<file path="config.mk">
export PLATFORM = sky130hd
export DESIGN_NAME = mem_stage
export DESIGN_NICKNAME = d
export VERILOG_FILES = /design/src/rtl/mem_stage.sv
export SDC_FILE = /design/constraint.sdc
export NUM_CORES = 1
export LEC_CHECK = 0
export ABC_AREA = 1
export CAP_MARGIN = 10
export CORE_AREA = 2 2 332 334
export DETAILED_ROUTE_END_ITERATION = 8
export DIE_AREA = 0 0 334 336
export PLACE_DENSITY = 0.44
export SKIP_LAST_GASP = 1
export SLEW_MARGIN = 20
export SYNTH_ARGS = -nofsm -noshare
export SYNTH_HDL_FRONTEND = slang
export SYNTH_SLANG_ARGS = --single-unit
</file>
<file path="constraint.sdc">
create_clock -name clk -period 3.06 [get_ports clk]
set_input_delay 0.918 -clock clk [delete_from_list [all_inputs] [get_ports clk]]
set_output_delay 0.918 -clock clk [all_outputs]
set_load 0.005 [all_outputs]
</file>
<file path="src/rtl/mem_stage.sv">
// mem_stage: EX/MEM -> MEM/WB data-memory stage.
// Issues dmem requests, formats load/store lanes, stalls while waiting.
package pkg;
  typedef enum logic [1:0] {
    MEM_NONE  = 2'd0,
    MEM_LOAD  = 2'd1,
    MEM_STORE = 2'd2
  } mem_op_t;

  typedef struct packed {
    logic       regf_we;
    logic [1:0] wb_sel;
  } wb_ctrl_t;

  typedef struct packed {
    logic [31:0] inst_s;
    logic [31:0] pc_s;
    logic [31:0] pc_next_s;
    logic [63:0] order_s;
    logic        valid_s;
    mem_op_t     mem_ctrl_s;
    wb_ctrl_t    wb_ctrl_s;
    logic [31:0] rs1_v_s;
    logic [31:0] rs2_v_s;
    logic [4:0]  rs1_s;
    logic [4:0]  rs2_s;
    logic [4:0]  rd_s;
    logic [31:0] alu_out_s;
    logic [31:0] u_imm_s;
    logic        br_en_s;
  } ex_mem_stage_reg_t;

  typedef struct packed {
    logic [31:0] inst_s;
    logic [31:0] pc_s;
    logic [31:0] pc_next_s;
    logic [63:0] order_s;
    logic        valid_s;
    wb_ctrl_t    wb_ctrl_s;
    logic [31:0] rs1_v_s;
    logic [31:0] rs2_v_s;
    logic [4:0]  rs1_s;
    logic [4:0]  rs2_s;
    logic [4:0]  rd_s;
    logic [31:0] alu_out_s;
    logic [31:0] u_imm_s;
    logic        br_en_s;
    logic [31:0] mem_rdata_ext_s;
    logic [31:0] mem_addr_s;
    logic [3:0]  mem_rmask_s;
    logic [3:0]  mem_wmask_s;
    logic [31:0] mem_rdata_s;
    logic [31:0] mem_wdata_s;
  } mem_wb_stage_reg_t;
endpackage

module mem_stage
  import pkg::*;
#(
  parameter int unsigned TIMEOUT_CYCLES = 0
) (
  input  logic              clk,
  input  logic              rst,
  input  ex_mem_stage_reg_t ex_mem_reg,
  output mem_wb_stage_reg_t mem_wb_reg,
  output logic              mem_stall,
  output logic [31:0]       dmem_addr,
  output logic [3:0]        dmem_rmask,
  output logic [3:0]        dmem_wmask,
  output logic [31:0]       dmem_wdata,
  input  logic [31:0]       dmem_rdata,
  input  logic              dmem_resp,
  output logic              misalign_err,
  output logic              mem_timeout
);
  typedef enum logic {S_IDLE, S_WAIT} state_t;

  state_t            state_q, state_d;
  mem_wb_stage_reg_t mem_wb_q, mem_wb_d;
  logic              mis_q, mis_d;
  logic              to_q, to_d;
  logic [31:0]       cnt_q, cnt_d;

  logic [2:0]  f3;
  logic [1:0]  off;
  logic [4:0]  sh;
  logic        is_ld, is_st, is_mem;
  logic        sz_b, sz_h, sz_w;
  logic [3:0]  pat;
  logic        aligned, req, done;
  logic [31:0] rd_sh, ld_ext;

  always_comb begin
    f3     = ex_mem_reg.inst_s[14:12];
    off    = ex_mem_reg.alu_out_s[1:0];
    sh     = {off, 3'b000};
    is_ld  = ex_mem_reg.valid_s &&
             ex_mem_reg.mem_ctrl_s == MEM_LOAD;
    is_st  = ex_mem_reg.valid_s &&
             ex_mem_reg.mem_ctrl_s == MEM_STORE;
    is_mem = is_ld || is_st;
    sz_w   = f3[1];
    sz_h   = !f3[1] && f3[0];
    sz_b   = !f3[1] && !f3[0];
    pat     = 4'b0000;
    aligned = 1'b1;
    unique case (1'b1)
      sz_w: begin
        pat     = 4'b1111;
        aligned = off == 2'b00;
      end
      sz_h: begin
        pat     = 4'b0011 << off;
        aligned = !off[0];
      end
      sz_b: pat = 4'b0001 << off;
      default: ;
    endcase
    rd_sh  = dmem_rdata >> sh;
    ld_ext = rd_sh;
    unique case (1'b1)
      sz_w: ld_ext = rd_sh;
      sz_h: ld_ext = f3[2] ? {16'h0, rd_sh[15:0]}
                           : {{16{rd_sh[15]}}, rd_sh[15:0]};
      sz_b: ld_ext = f3[2] ? {24'h0, rd_sh[7:0]}
                           : {{24{rd_sh[7]}}, rd_sh[7:0]};
      default: ;
    endcase
  end

  // WAIT keeps requesting: upstream holds ex_mem_reg stable while stalled
  always_comb begin
    req = 1'b0;
    unique case (state_q)
      S_IDLE:  req = is_mem && aligned;
      S_WAIT:  req = 1'b1;
      default: req = 1'b0;
    endcase
    if (rst) req = 1'b0;
    done       = req && dmem_resp;
    mem_stall  = req && !dmem_resp;
    dmem_addr  = req ? {ex_mem_reg.alu_out_s[31:2], 2'b00} : 32'h0;
    dmem_rmask = (req && is_ld) ? pat : 4'h0;
    dmem_wmask = (req && is_st) ? pat : 4'h0;
    dmem_wdata = (req && is_st) ? ex_mem_reg.rs2_v_s << sh : 32'h0;
  end

  always_comb begin
    mem_wb_d                 = '0;
    mem_wb_d.inst_s          = ex_mem_reg.inst_s;
    mem_wb_d.pc_s            = ex_mem_reg.pc_s;
    mem_wb_d.pc_next_s       = ex_mem_reg.pc_next_s;
    mem_wb_d.order_s         = ex_mem_reg.order_s;
    mem_wb_d.valid_s         = ex_mem_reg.valid_s;
    mem_wb_d.wb_ctrl_s       = ex_mem_reg.wb_ctrl_s;
    mem_wb_d.rs1_v_s         = ex_mem_reg.rs1_v_s;
    mem_wb_d.rs2_v_s         = ex_mem_reg.rs2_v_s;
    mem_wb_d.rs1_s           = ex_mem_reg.rs1_s;
    mem_wb_d.rs2_s           = ex_mem_reg.rs2_s;
    mem_wb_d.rd_s            = ex_mem_reg.rd_s;
    mem_wb_d.alu_out_s       = ex_mem_reg.alu_out_s;
    mem_wb_d.u_imm_s         = ex_mem_reg.u_imm_s;
    mem_wb_d.br_en_s         = ex_mem_reg.br_en_s;
    mem_wb_d.mem_rdata_ext_s = (done && is_ld) ? ld_ext : 32'h0;
    mem_wb_d.mem_addr_s      = dmem_addr;
    mem_wb_d.mem_rmask_s     = dmem_rmask;
    mem_wb_d.mem_wmask_s     = dmem_wmask;
    mem_wb_d.mem_rdata_s     = (done && is_ld) ? dmem_rdata : 32'h0;
    mem_wb_d.mem_wdata_s     = dmem_wdata;
    mis_d = state_q == S_IDLE && is_mem && !aligned;
    if (mis_d) mem_wb_d.wb_ctrl_s.regf_we = 1'b0;
    if (mem_stall) begin
      mem_wb_d.valid_s           = 1'b0;
      mem_wb_d.wb_ctrl_s.regf_we = 1'b0;
      mis_d                      = 1'b0;
    end
  end

  always_comb begin
    state_d = state_q;
    cnt_d   = 32'h0;
    to_d    = to_q;
    unique case (state_q)
      S_IDLE: if (mem_stall) state_d = S_WAIT;
      S_WAIT: begin
        if (TIMEOUT_CYCLES != 0 && cnt_q + 32'd1 >= TIMEOUT_CYCLES)
          to_d = 1'b1;
        if (dmem_resp) state_d = S_IDLE;
        else cnt_d = cnt_q + 32'd1;
      end
      default: state_d = S_IDLE;
    endcase
  end

  always_ff @(posedge clk) begin
    if (rst) begin
      state_q  <= S_IDLE;
      mem_wb_q <= '0;
      mis_q    <= 1'b0;
      to_q     <= 1'b0;
      cnt_q    <= 32'h0;
    end else begin
      state_q  <= state_d;
      mem_wb_q <= mem_wb_d;
      mis_q    <= mis_d;
      to_q     <= to_d;
      cnt_q    <= cnt_d;
    end
  end

  assign mem_wb_reg   = mem_wb_q;
  assign misalign_err = mis_q;
  assign mem_timeout  = to_q;
endmodule

</file>
# After elaboration in Yosys (flattened, before gate mapping)
# Cells that the tools add are included.
# totals
register_bits	446
in_bits	345
output_inout_bits	519
wordCells	67
# op_classes
n_eq_ne	2
n_shift	4
muxes	14
bitwise_logic	2
n_reduce_logical	22
# op_table
op	count
$mux 32	4
$pmux 32 s2	1
$shl 32x5->32	1
$shr 32x5->32	1
$logic_and 1x1->1	12
$pmux 4 s3	1
$mux 4	2
$pmux 1 s2	3
$logic_not 1->1	5
$reduce_or 2->1	2
$shl 1x2->4 const A	1
$shl 2x2->4 const A	1
$mux 1	3
$reduce_or 3->1	1
$eq 2x1->1 const B	1
$eq 2x2->1 const B	1
$logic_not 2->1	1
$not 1->1	2
$logic_or 1x1->1	1

# Logic depth before layout (Yosys ltp)
# depth
word_depth	10
mapped_depth	9

# Worst setup path before layout
# Ideal clock, no wire load.
# synth_timing
path_kind	input-to-output
startpoint	input rst
endpoint	output dmem_addr[10]
t_arrival_ns	1.864
t_required_ns	2.142
setup_slack_ns	0.278
stages	5
path_buffers	2
cell_sequence	clkbuf_1 > clkinv_1 > nand2_1 > buf_2 > nor2_1
# synth_between
elab_chain_len	2
# synth_lines
element	line	text
start: declaration	63	input logic rst,
$mux 1	139	if (rst) req = 1'b0;
$mux 32	142	dmem_addr = req ? {ex_mem_reg.alu_out_s[31:2], 2'b00} : 32'h0;
end: declaration	67	output logic [31:0] dmem_addr,
# No other way between the ends.

# Final worst setup path
# layout_timing
startpoint	input ex_mem_reg[148] (netlist bit)
endpoint	output dmem_wdata[4]
# layout_between
elab_chain_len	8
word_cells_on_any_way	10
# layout_lines
element	line	text
start: declaration	64	input ex_mem_stage_reg_t ex_mem_reg,
$eq 2x1->1 or $eq 2x2->1 (tied branches)	98, 100	
$logic_and 1x1->1 (on tied branches)	97, 99	
$logic_or 1x1->1	101	is_mem = is_ld || is_st;
$logic_and 1x1->1	135	S_IDLE: req = is_mem && aligned;
$pmux 1 s2	134	unique case (state_q)
$mux 1	139	
$logic_and 1x1->1 *	145	dmem_wdata = (req && is_st) ? ex_mem_reg.rs2_v_s << sh : 32'h0;
$mux 32 *	145	
end: declaration	70	output logic [31:0] dmem_wdata,
# Every way passes the cells marked *; elsewhere a longest branch is shown, timed or not.

==> impl_metrics.csv <==
group,metric,value,unit
drt,drtIter0Drc,489,
finish,largest_reg_flops,442,
power,powerDensity,518,nW/µm²
clock_network,clockBufferDepth,3,
drt,drtPass1Iterations,4,
sta,tns,-7.44,ns
grt,grt_pass1_wl,104,mm
clock_network,cts_made_buffers,55,
logic_synthesis,ys_warn_count,0,
floorplan,rows,121,
sta,slew_violations,0,
drt,viasPerCell,3.32,
placement,dp_slack,-1.27,ns
drt,via_count,13800,
drt,wl_per_cell,18.6,µm
clock_network,path_clk_slew,0.06,ns
finish,stdcell_count,4159,
grt,grt_max_degree,111,
floorplan,ios,864,
finish,final_cell_mix,"clkdlybuf4s50_1, dfxtp_1, nor2_1",
logic_synthesis,netlist.area_leader.share,64.2,%
sta,setup_slack,-0.226,ns
clock_network,cts_tree,"built",
run_status,violations,"setup timing",
sta,period_needed,3.29,ns
sta,final-setup-viol-count,65,
sta,clock-skew-final,0.0213,ns
finish,regArea,8890,µm²
drt,ant_nets,0,
run_status,outcome,"finished with violations",
worst_setup_path,critPathMaxFanout,6,
grt,grt.overflow.total,0,
power,max-vdd-ir-drop,371,µV
clock_network,htreeDepth,2,
worst_setup_path,required,2.14,ns
clock_network,cts_hold_buf,0,
logic_synthesis,syn_area,13800,µm²
floorplan,initial_utilization,12.8,%
floorplan,die-area,112000,µm²
grt,grt_pass1_vias,13900,
logic_synthesis,synth_cell_types,25,
logic_synthesis,ys_seq_elements,444,
drt,drc,0,
sta,max_slew.worst_pin.slew,1.01,ns
sta,clock.fmax,304,MHz
min_path,hold_path_class,"in2reg",
clock_network,root_buffer,"clkbuf_16",
sta,finalCritPeriodShare,107,%
sta,hold_violations,0,
logic_synthesis,yosysSeqAreaShare,64.2,%
clock_network,clk_latency,0.65,ns
worst_setup_path,path_class,"in2out",
worst_setup_path,critPathArrivalTime,2.37,ns
logic_synthesis,synth.largest_area_cell,"dfxtp_1",
finish,fillers,11800,
sta,grt_setup_unrepaired,"yes",
finish,layout.nets,3040,
clock_network,cts_sinks,444,
drt,routed_wl,77.2,mm
sta,maxSlewHeadroom,33.0,%
power,p_leak,12.6,nW
floorplan,die_w,334,µm
worst_setup_path,end_kind,"output port",
worst_setup_path,worstSetupStartpointType,"input pin",
logic_synthesis,synthTopCellsByArea,"dfxtp_1, nor2_1, inv_1, nand2_1, o21ai_0",
power,fin_total_pwr,0.0145,W
logic_synthesis,avgSynthCellArea,8.39,µm²
floorplan,coreArea,108000,µm²
logic_synthesis,netlist_instances,1650,
placement,dp_hpwl,59.8,mm
grt,grt_antenna_before_repair,15,
finish,layout-drive-gt1-share,18.5,%
finish,layout_commonest_cell,"clkdlybuf4s50_1",
floorplan,die_y,336,µm
run,cap_violations,0,
finish,area_growth,102,%
sta,whs,0.523,ns
finish,multi_input_area,3860,µm²
placement,gp_congestion,0.805,
grt,grt.total_usage,13.1,%
placement,place_inst,3988,
placement,port_buffers,858,
[stage by stage]
stage | cell area, µm² | util, %
4_1_cts | 27500 | 25.3
2_1_floorplan | 13900 | -
6_report | 27900 | 25.7
5_1_grt | 27900 | 25.7
3_5_place_dp | 24900 | 23.0
3_3_place_gp | 24900 | 23.0
[layer usage]
| layer | vias to the layer above | routed length (µm) | track usage [%] |
|---|---|---|---|
| li1 | 6832 | - | - |
| met1 | 6262 | 30100 | 14.7 |
| met2 | 548 | 36700 | 21.8 |
| met3 | 144 | 7010 | 5.17 |
| met4 | 20 | 3240 | 6.11 |
| met5 | - | 122 | 0 |
[area by class of cell]
class                           count  area share (%)
Inverter                          356            4.82
Antenna cell                        5          0.0449
Timing Repair Buffer             1066            36.7
Clock buffer                       83            5.63
Clock inverter                     19           0.740
Multi-Input combinational cell    772            13.8
Tap cell                         1414            6.34
Sequential cell                   444            31.9
[report_power, final]
part / leakage, nW / switching, W / internal [W]
logic: 8.04 / 0.000846 / 0.00110
clock network: 0.869 / 0.00278 / 0.00367
registers: 3.66 / 0.0000629 / 0.00601
[worst max-delay path: stages]
cell,delay [ns]
buf_8,0.10
inv_4,0.04
nand3_4,0.16
buf_6,0.18
nand3_4,0.08
nand4_4,0.09
buf_12,0.16
buf_12,0.14
buf_16,0.15
buf_6,0.12
nor3_2,0.09
buf_2,0.13
[worst paths after layout]
path,startpoint,end,slack [ns],depth (start not counted)
worst min-delay path,ex_mem_reg[149],mem_wb_reg[283],0.52,3
worst max register to register,state_q,mem_wb_reg[4],1.07,11
worst min register to register,state_q,misalign_err,0.90,3
worst max-delay path,ex_mem_reg[148],dmem_wdata[4],-0.23,12
[cell usage after synthesis]
cell and n:
buf_1 3, nand2_2 3, inv_2 1, a21oi_1 7, nand4_1 2, nor2_2 22, buf_6 9, o21ai_0 76
o21ai_1 3, nor2_4 1, inv_1 354, buf_4 10, dfxtp_1 444, nand3_2 1, nand3b_1 1, buf_2 29
nand3_1 8, nand4_4 2, nor3_1 31, conb_1 1, nor3_2 1, nor2_1 495, clkinv_1 1, clkbuf_1 32
nand2_1 113
[repair_timing]
item | CTS | global route
buffers inserted | 44 | 29
gates resized for setup | 283 | 256
cloned | 8 | 2
setup endpoints to repair | 71 | 87
pin swaps | 13 | 32
[kinds of logic after synthesis]
kind of cell	Yosys count	synth area share (%)
other	1	0.0271
buffers and inverters	439	12.9
AOI/OAI and AO/OA	86	3.11
DFF	444	64.2
and+or+nand+nor	680	19.7
(Power assumes the default switching activity.)
